[config.mk]
export PLATFORM = sky130hd
export DESIGN_NAME = i2s_tx
export DESIGN_NICKNAME = d
export VERILOG_FILES = /design/src/rtl/i2s_pkg.sv /design/src/rtl/i2s_sck_gen.sv /design/src/rtl/i2s_tx.sv
export SDC_FILE = /design/constraint.sdc
export NUM_CORES = 1
export LEC_CHECK = 0
export CAP_MARGIN = 25
export CELL_PAD_IN_SITES_DETAIL_PLACEMENT = 1
export CELL_PAD_IN_SITES_GLOBAL_PLACEMENT = 1
export CORE_MARGIN = 2
export CORE_UTILIZATION = 37
export DETAILED_ROUTE_END_ITERATION = 7
export GPL_TIMING_DRIVEN = 0
export PLACE_DENSITY_LB_ADDON = 0.1
export SKIP_CTS_REPAIR_TIMING = 1
export SYNTH_ARGS = -nofsm -noshare
export SYNTH_HDL_FRONTEND = slang
export SYNTH_SLANG_ARGS = --single-unit
[constraint.sdc]
create_clock -name clk -period 1.9 [get_ports clk]
set_input_delay 0.57 -clock clk [delete_from_list [all_inputs] [get_ports clk]]
set_output_delay 0.57 -clock clk [all_outputs]
set_load 0.02 [all_outputs]
[src/rtl/i2s_pkg.sv]
// Constants shared by the I2S transmit and receive paths.
package i2s_pkg;

  localparam int DEF_DATA_W  = 24;
  localparam int DEF_CLK_DIV = 8;

  // Philips frame: two 32-bit slots, MSB one bit after the WS edge.
  localparam int SLOT_BITS  = 32;
  localparam int FRAME_BITS = 64;
  localparam int SLOT_IDX_W = $clog2(SLOT_BITS);
  localparam int BIT_CNT_W  = $clog2(FRAME_BITS);

  // Word-select encoding on the wire.
  localparam logic WS_LEFT  = 1'b0;
  localparam logic WS_RIGHT = 1'b1;

endpackage

[src/rtl/i2s_sck_gen.sv]
// Serial bit clock generator: divides clk into a registered SCK and flags the
// cycle in which SCK is about to rise or fall, so users stay in the clk domain.
module i2s_sck_gen
  import i2s_pkg::*;
#(
  parameter int CLK_DIV = DEF_CLK_DIV  // clk cycles per SCK half-period, >= 2
) (
  input  logic clk,
  input  logic Reset,
  output logic sck,
  output logic fall_stb,
  output logic rise_stb
);

  localparam int DIV_W = ($clog2(CLK_DIV) > 0) ? $clog2(CLK_DIV) : 1;
  localparam logic [DIV_W-1:0] DIV_LAST = DIV_W'(CLK_DIV - 1);

  logic [DIV_W-1:0] div_q, div_d;
  logic             sck_q, sck_d;
  logic             term;

  assign term = (div_q == DIV_LAST);

  // Divider wraps at terminal count and SCK toggles on the wrap.
  always_comb begin
    div_d = div_q + DIV_W'(1);
    sck_d = sck_q;
    if (term) begin
      div_d = '0;
      sck_d = ~sck_q;
    end
  end

  // Divider and SCK registers.
  always_ff @(posedge clk) begin
    if (Reset) begin
      div_q <= '0;
      sck_q <= 1'b0;
    end else begin
      div_q <= div_d;
      sck_q <= sck_d;
    end
  end

  // Strobes are high in the cycle before SCK changes, so logic updated on a
  // strobe changes together with SCK.
  assign sck      = sck_q;
  assign fall_stb = term & sck_q;
  assign rise_stb = term & ~sck_q;

endmodule

[src/rtl/i2s_tx.sv]
// I2S transmitter: one-pair holding register behind a valid/ready port, a
// shift pair reloaded once per frame, and Philips-format serialisation.
module i2s_tx
  import i2s_pkg::*;
#(
  parameter int CLK_DIV = DEF_CLK_DIV,  // >= 2
  parameter int DATA_W  = DEF_DATA_W    // <= 31
) (
  input  logic              clk,
  input  logic              Reset,
  input  logic [DATA_W-1:0] L_Data,
  input  logic [DATA_W-1:0] R_Data,
  input  logic              in_valid,
  output logic              in_ready,
  output logic              dac_sck,
  output logic              dac_ws,
  output logic              dac_sd,
  output logic              underrun
);

  // Handshake: a pair transfers in any cycle where in_valid and in_ready are
  // both high at the rising edge; in_ready does not depend on in_valid, and a
  // source must hold its pair stable until it transfers.

  logic                 fall_stb, rise_stb;
  logic [BIT_CNT_W-1:0] bit_q, bit_d, bit_nxt;
  logic                 ws_q, ws_d, sd_q, sd_d, und_q, und_d;
  logic                 hold_full_q, hold_full_d;
  logic [DATA_W-1:0]    hold_l_q, hold_l_d, hold_r_q, hold_r_d;
  logic [DATA_W-1:0]    shl_q, shl_d, shr_q, shr_d;
  logic [DATA_W-1:0]    word_sel;
  logic [SLOT_BITS-1:0] slot_w;
  logic [SLOT_IDX_W-1:0] slot_pos;
  logic                 transfer, load;

  i2s_sck_gen #(.CLK_DIV(CLK_DIV)) u_sck_gen (
    .clk      (clk),
    .Reset    (Reset),
    .sck      (dac_sck),
    .fall_stb (fall_stb),
    .rise_stb (rise_stb)
  );

  assign in_ready = !hold_full_q && !Reset;
  assign transfer = in_valid && in_ready;
  // The fall that wraps the bit counter starts a new frame.
  assign load     = fall_stb && (bit_q == BIT_CNT_W'(FRAME_BITS - 1));

  // Bit counter, WS/SD serialiser and hold/shift register movement.
  always_comb begin
    bit_nxt  = bit_q + BIT_CNT_W'(1);
    word_sel = bit_nxt[BIT_CNT_W-1] ? shr_q : shl_q;
    // Slot image: bit 31 is the delay bit, then the sample MSB-first, then
    // zero padding; slot position b maps to slot_w[31-b].
    slot_w   = SLOT_BITS'(word_sel) << (SLOT_BITS - 1 - DATA_W);
    slot_pos = ~bit_nxt[SLOT_IDX_W-1:0];

    bit_d       = bit_q;
    ws_d        = ws_q;
    sd_d        = sd_q;
    und_d       = 1'b0;
    hold_full_d = hold_full_q;
    hold_l_d    = hold_l_q;
    hold_r_d    = hold_r_q;
    shl_d       = shl_q;
    shr_d       = shr_q;

    if (fall_stb) begin
      bit_d = bit_nxt;
      ws_d  = bit_nxt[BIT_CNT_W-1] ? WS_RIGHT : WS_LEFT;
      sd_d  = slot_w[slot_pos];
    end

    // Slot position 0 always sends the delay bit, so the reload can land on
    // the same edge as the first serialised bit of the new frame.
    if (load) begin
      if (hold_full_q) begin
        shl_d       = hold_l_q;
        shr_d       = hold_r_q;
        hold_full_d = 1'b0;
      end else begin
        shl_d = '0;
        shr_d = '0;
        und_d = 1'b1;
      end
    end

    // A transfer on a load edge fills hold after the hold pair has moved on.
    if (transfer) begin
      hold_l_d    = L_Data;
      hold_r_d    = R_Data;
      hold_full_d = 1'b1;
    end
  end

  // State registers; reset discards any partially sent frame and held pair.
  always_ff @(posedge clk) begin
    if (Reset) begin
      bit_q       <= '0;
      ws_q        <= 1'b0;
      sd_q        <= 1'b0;
      und_q       <= 1'b0;
      hold_full_q <= 1'b0;
      hold_l_q    <= '0;
      hold_r_q    <= '0;
      shl_q       <= '0;
      shr_q       <= '0;
    end else begin
      bit_q       <= bit_d;
      ws_q        <= ws_d;
      sd_q        <= sd_d;
      und_q       <= und_d;
      hold_full_q <= hold_full_d;
      hold_l_q    <= hold_l_d;
      hold_r_q    <= hold_r_d;
      shl_q       <= shl_d;
      shr_q       <= shr_d;
    end
  end

  assign dac_ws   = ws_q;
  assign dac_sd   = sd_q;
  assign underrun = und_q;

  // The receiver samples on SCK rise: WS and SD must not move across it.
  a_stable_at_rise : assert property (@(posedge clk)
    (rise_stb && !Reset) |=> ($stable(sd_q) && $stable(ws_q)));

endmodule

==> results of run 1 <==
## cells in the final DEF (no fill, tap or decap), types with 4 or more instances in the layout
cell and count:
dfxtp_1 105, a31oi_1 5, inv_1 4, a211oi_1 5, dlymetal6s2s_1 4, nand2_1 167
nor3_1 8, o21ai_0 51, buf_6 6, nor3b_1 4, buf_2 9, xnor2_1 6
clkbuf_16 9, nand2b_1 8, clkbuf_1 23, nor4_1 7, nand3_1 52, mux2i_1 7
a21oi_1 55, clkbuf_4 5, clkdlybuf4s50_1 50, buf_4 13, nor2_1 8
## registers in the layout, summed over array words and instances, names as in the netlist
signal           flops
bit_q                6
dac_sd               1
hold_full_q          1
hold_l_q            24
hold_r_q            24
shl_q               24
shr_q               24
u_sck_gen.div_q      3
u_sck_gen.sck        1
underrun             1
## final cells by class
class | instances | area, um^2 | share of cell area (%)
repair buffers | 60 | 593 | 9.64
plain buffers | 53 | 317 | 5.14
clock buffers | 10 | 239 | 3.88
multi-input cells | 454 | 2500 | 40.6
flip-flops and latches | 109 | 2190 | 35.6
clock inverters | 5 | 82.6 | 1.34
well taps | 172 | 215 | 3.50
inverters | 5 | 18.8 | 0.305
## report_power, final
group	total (mW)	switching, mW	internal [mW]
Combinational	0.333	0.180	0.152
Clock	2.07	0.885	1.19
Sequential	2.43	0.0566	2.37
## per-stage QoR
step / instances / hold slack (ns) / area, um^2 / util [%] / setup slack, ns
floorplan: 624 / 0.404 / 4840 / - / -0.0577
global placement: 850 / 0.415 / 5600 / 44.2 / -0.630
detailed placement: 850 / 0.429 / 5600 / 44.2 / -0.681
CTS: 865 / 0.438 / 5920 / 46.7 / -0.597
global route: 868 / 0.471 / 6150 / 48.6 / -0.225
finish: 868 / 0.451 / 6150 / 48.6 / -0.103
## routing by layer
| metal | routed length (um) | global-route usage, % | up-vias |
|---|---|---|---|
| met3 | 691 | 4.78 | 19 |
| li1 | - | - | 2284 |
| met5 | 0 | 0 | - |
| met1 | 7690 | 31.8 | 2249 |
| met2 | 7610 | 38.4 | 95 |
| met4 | 306 | 7.30 | 0 |
## worst register-to-register path, cell delays in order, from the launching register on
cell and delay, ns:
dfxtp_2 0.34, ha_4 0.24, buf_6 0.13, buf_8 0.14
nor4_1 0.41, nor2_1 0.10, nand3_1 0.11, a222oi_1 0.12
o22ai_1 0.18, a41oi_1 0.11
## path summary, 6_finish.rpt
path	cells past startpoint	to	from
setup / recovery	9	dac_sd	bit_q[0]
hold / removal	1	u_sck_gen.div_q[0]	u_sck_gen.div_q[0]
setup reg to reg	9	dac_sd	bit_q[0]
hold reg to reg	1	u_sck_gen.div_q[0]	u_sck_gen.div_q[0]
## cells by family after synthesis
family | share of synthesized area [%]
and+or+nand+nor | 27.0
AOI/OAI and AO/OA | 17.0
DFF | 45.3
buffers and inverters | 5.94
xor gates and xnor gates | 1.82
muxes | 2.15
adders and majority gates | 0.778
==> qor.yml, run 1 <==
synth_nets: 678
outcome: "finished, violations left"
root_buffer: "clkbuf_16"
track_usage_pct: 23.8
die_height_um: 118
cts_tree: "yes"
coreArea_um2: 12700
start_kind: "flip-flop"
slew-limit-headroom_pct: 56.0
overflow: 0
synth_warnings: 0
h-tree-depth: 3
path_max_fanout: 10
cp.arrival_ns: 2.24
violations: "negative setup slack"
synth_top_cell_area_share_pct: 45.3
vias: 4647
postRouteAntennaNets: 0
yosysMostFrequentCell: "nand2_1"
skew_ns: 0.00917
criticalPathCategory: "flip-flop to flip-flop"
async_reset_ff_share_pct: 0
firstDrtPassIters: 5
wl_per_cell_um: 18.8
areaGrowthSynthToFinish_pct: 27.6
hold_viol: 0
final_nets: 746
ir_worst_vdd_uv: 477
gp_congestion: 0.962
crit_family: "simple AND/OR/NAND/NOR gates"
finalCritPeriodShare_pct: 105
fin_setup_tns_ns: -0.103
rows: 41
fin_crit_ns: 2.00
cts_buffers: 9
yosys_register_bits: 109
drv_cap: 0
vias_per_cell: 5.35
hold_class: "flip-flop to flip-flop"
ys_types: 51
setup_viol: 1
path_clk_slew_ns: 0.07
critPathRequiredTime_ns: 2.13
fillCellCount: 1577
cts_sinks: 109
synth_common_cells: "nand2_1 (168), dfxtp_1 (109), a21oi_1 (58)"
clk_latency_ns: 0.36
syn_area_um2: 4820
synth_area_leader_cell: "dfxtp_1"
dp_hpwl_mm: 12.1
io_buffers: 54
reg2reg_slack_ns: -0.10
grt_max_degree: 18
critPathSlowestCell: "nor4_1"
clockBufferDepth: 2
drive_above_1_share_pct: 12.5
crit_chain: "ha_4, buf_6, buf_8, nor4_1, nor2_1, nand3_1, a222oi_1, o22ai_1, a41oi_1"
ys_seq_area_share_pct: 45.3
die_w_um: 118
fmax_ghz: 0.499
antenna_found_initial: 0
power_mw: 4.84
p_leak_nw: 2.15
grt_pass1_vias: 4632
yosys-top-cells-area: "dfxtp_1 (45%), nand2_1 (13%), a21oi_1 (6.0%)"
grt_pass1_wl_mm: 25.7
drc: 0
initial_core_util_pct: 38.1
worst-path-buf-inv: 2
dieArea_um2: 14000
rsz0062_at_grt: "yes"
worst_pin_slew_ns: 0.661
avgSynthCellArea_um2: 7.73
slowest_delay_ns: 0.41
cp-end-kind: "flip-flop"
drt_iter0_drc: 209
n_antenna_cell: 0
synthFlopType: "dfxtp_1"
synth_edf_count: 0
syn_inst: 624
worst_slack_ns: -0.103
slew_violations: 0
ios: 56
wirelength_mm: 16.3
power_density_nw_per_um2: 786
Note: power is estimated with default switching activity, not from simulation.
==> run 2, diff against run 1 <==
--- a/config.mk
+++ b/config.mk
@@ -12,7 +12,7 @@
 export CORE_UTILIZATION = 37
 export DETAILED_ROUTE_END_ITERATION = 7
 export GPL_TIMING_DRIVEN = 0
-export PLACE_DENSITY_LB_ADDON = 0.1
+export PLACE_DENSITY = 0.78
 export SKIP_CTS_REPAIR_TIMING = 1
 export SYNTH_ARGS = -nofsm -noshare
 export SYNTH_HDL_FRONTEND = slang
==> qor.yml, run 2 (same netlist as run 1, synthesis figures left out) <==
rows: 41  # unchanged
crit_family: "simple AND/OR/NAND/NOR gates"  # unchanged
hold-path-endpoint: "u_sck_gen.div_q[0]"  # unchanged
fin_crit_ns: 2.08  # was 2.00 ns
critPathSlowestCell: "or4_1"  # was nor4_1
clockBufferDepth: 2  # unchanged
fmax_ghz: 0.482  # was 0.499 GHz
h-tree-depth: 3  # unchanged
slew_violations: 0  # unchanged
wl_per_cell_um: 18.7  # was 18.8 um
cp-end-kind: "flip-flop"  # unchanged
cts_buffers: 9  # unchanged
reg2reg_depth: 8  # was 9
hold_viol: 0  # unchanged
vias: 4691  # was 4647
clkPwrFrac_pct: 41.9  # was 42.9%
root_buffer: "clkbuf_16"  # unchanged
slowest_delay_ns: 0.40  # was 0.41 ns
utilization_pct: 48.9  # was 48.6%
internal_power_mw: 3.61  # was 3.71 mW
power_frac_seq_pct: 50.8  # was 50.2%
fin_setup_tns_ns: -0.175  # was -0.103 ns
slew-limit-headroom_pct: 54.6  # was 56.0%
combPwrFrac_pct: 7.3  # was 6.9%
crit_chain: "ha_4, buf_6, nand2b_4, or4_1, a32oi_1, nor4_1, o22ai_1, a41oi_1"  # was ha_4, buf_6, buf_8, nor4_1, nor2_1, nand3_1, a222oi_1, o22ai_1, a41oi_1
areaGrowthSynthToFinish_pct: 28.6  # was 27.6%
dp_hpwl_mm: 12.4  # was 12.1 mm
n_antenna_cell: 0  # unchanged
path_max_fanout: 5  # was 10
dpl-instance-area_um2: 5600  # unchanged
cts_sinks: 109  # unchanged
drc: 0  # unchanged
clk_latency_ns: 0.36  # about the same
holdPathStages: 1  # unchanged
initial_core_util_pct: 38.1  # unchanged
postRouteAntennaNets: 0  # unchanged
worst-path-buf-inv: 1  # was 2
worst_pin_slew_ns: 0.681  # was 0.661 ns
violations: "negative setup slack"  # unchanged
cp-startpoint: "bit_q[0]"  # unchanged
cp_num_cells: 8  # was 9
start_kind: "flip-flop"  # unchanged
die_w_um: 118  # unchanged
drt_iter0_drc: 196  # was 209
overflow: 0  # unchanged
outcome: "finished, violations left"  # unchanged
criticalPathCategory: "flip-flop to flip-flop"  # unchanged
grt_pass1_wl_mm: 26.0  # was 25.7 mm
worst_slack_ns: -0.175  # was -0.103 ns
fillCellCount: 1555  # was 1577
track_usage_pct: 23.9  # was 23.8%
regArea_um2: 2190  # unchanged
vias_per_cell: 5.36  # was 5.35
ios: 56  # unchanged
ir_worst_vdd_uv: 595  # was 477 uV
cts_tree: "yes"  # unchanged
antenna_found_initial: 0  # unchanged
grt_max_degree: 20  # was 18
dieArea_um2: 14000  # unchanged
rsz0062_at_grt: "yes"  # unchanged
final_cell_mix: "nand2_1 (167), dfxtp_1 (105), a21oi_1 (56), nand3_1 (53), o21ai_0 (51)"  # was nand2_1 (167), dfxtp_1 (105), a21oi_1 (55), nand3_1 (52), o21ai_0 (51)
setup_viol: 1  # unchanged
holdCritStartpoint: "u_sck_gen.div_q[0]"  # unchanged
fin_area_um2: 6200  # was 6150 um^2
timing.rr.start: "bit_q[0]"  # unchanged
critPathRequiredTime_ns: 2.12  # was 2.13 ns
stdcell_count: 876  # was 868
firstDrtPassIters: 4  # was 5
reg2reg_to: "dac_sd"  # unchanged
skew_ns: 0.00994  # was 0.00917 ns
final_common_cell: "nand2_1"  # unchanged
drv_cap: 0  # unchanged
path_clk_slew_ns: 0.07  # about the same
whs_ns: 0.433  # was 0.451 ns
dp_slack_ns: -0.778  # was -0.681 ns
cp.arrival_ns: 2.30  # was 2.24 ns
place_inst: 850  # unchanged
io_buffers: 54  # unchanged
multiInputGateArea_um2: 2500  # about the same
gp_congestion: 0.890  # was 0.962
p_leak_nw: 2.19  # was 2.15 nW
final_nets: 753  # was 746
reg2reg_slack_ns: -0.18  # was -0.10 ns
power_density_nw_per_um2: 768  # was 786 nW/um^2
power_mw: 4.76  # was 4.84 mW
die_height_um: 118  # unchanged
wirelength_mm: 16.4  # was 16.3 mm
drive_above_1_share_pct: 12.8  # was 12.5%
coreArea_um2: 12700  # unchanged
grt_pass1_vias: 4835  # was 4632
p_switching_mw: 1.16  # was 1.12 mW
switching_share_pct: 24.3  # was 23.2%
hold_class: "flip-flop to flip-flop"  # unchanged
finalCritPeriodShare_pct: 109  # was 105%
-- run 2: changes by cell type in the layout (fill, tap and decap cells not counted), moves of 2 or more --
| cell | previous run | this run |
|---|---|---|
| clkinvlp_4 | 0 | 2 |
| buf_6 | 6 | 9 |
| clkbuf_1 | 23 | 26 |
| buf_2 | 9 | 7 |
| clkbuf_2 | 2 | 4 |
| nand3_2 | 3 | 1 |
-- run 2: layout make-up --
class / count / share of cell area, %
multi-input combinational: 454 / 40.3
sequential: 109 / 35.3
timing repair buffer: 66 / 10.3
buffer: 54 / 5.10
clock buffer: 10 / 3.85
tap: 172 / 3.47
clock inverter: 6 / 1.29
inverter: 5 / 0.363
-- run 2: worst register-to-register path: stages, from the launching register on --
cell      delay (ns)
dfxtp_2         0.35
ha_4            0.25
buf_6           0.13
nand2b_4        0.15
or4_1           0.40
a32oi_1         0.23
nor4_1          0.08
o22ai_1         0.23
a41oi_1         0.13
-- run 2: how the worst max path moves through the flow --
stage              endpoint  slack (ns)
3_3_place_gp   hold_l_q[22]       -0.70
2_1_floorplan  hold_r_q[15]       -0.06
5_1_grt              dac_sd       -0.26
6_report             dac_sd       -0.18
4_1_cts         hold_full_q       -0.57
3_5_place_dp   hold_l_q[22]       -0.78
-- run 2: per-layer routing --
layer,track usage (%),wire length (um),vias to the layer above
li1,-,-,2301
met1,30.1,7390,2276
met2,40.4,7800,85
met3,4.92,731,29
met4,8.21,463,0
met5,0,0,-
-- run 2: power by group through the flow --
stage	sequential, mW	clock (mW)	combinational (mW)
floorplan	2.46	0	0.164
global placement	2.47	0	0.331
detailed placement	2.47	0	0.349
CTS	2.42	2.03	0.351
global route	2.43	2.13	0.390
finish	2.42	2.00	0.349
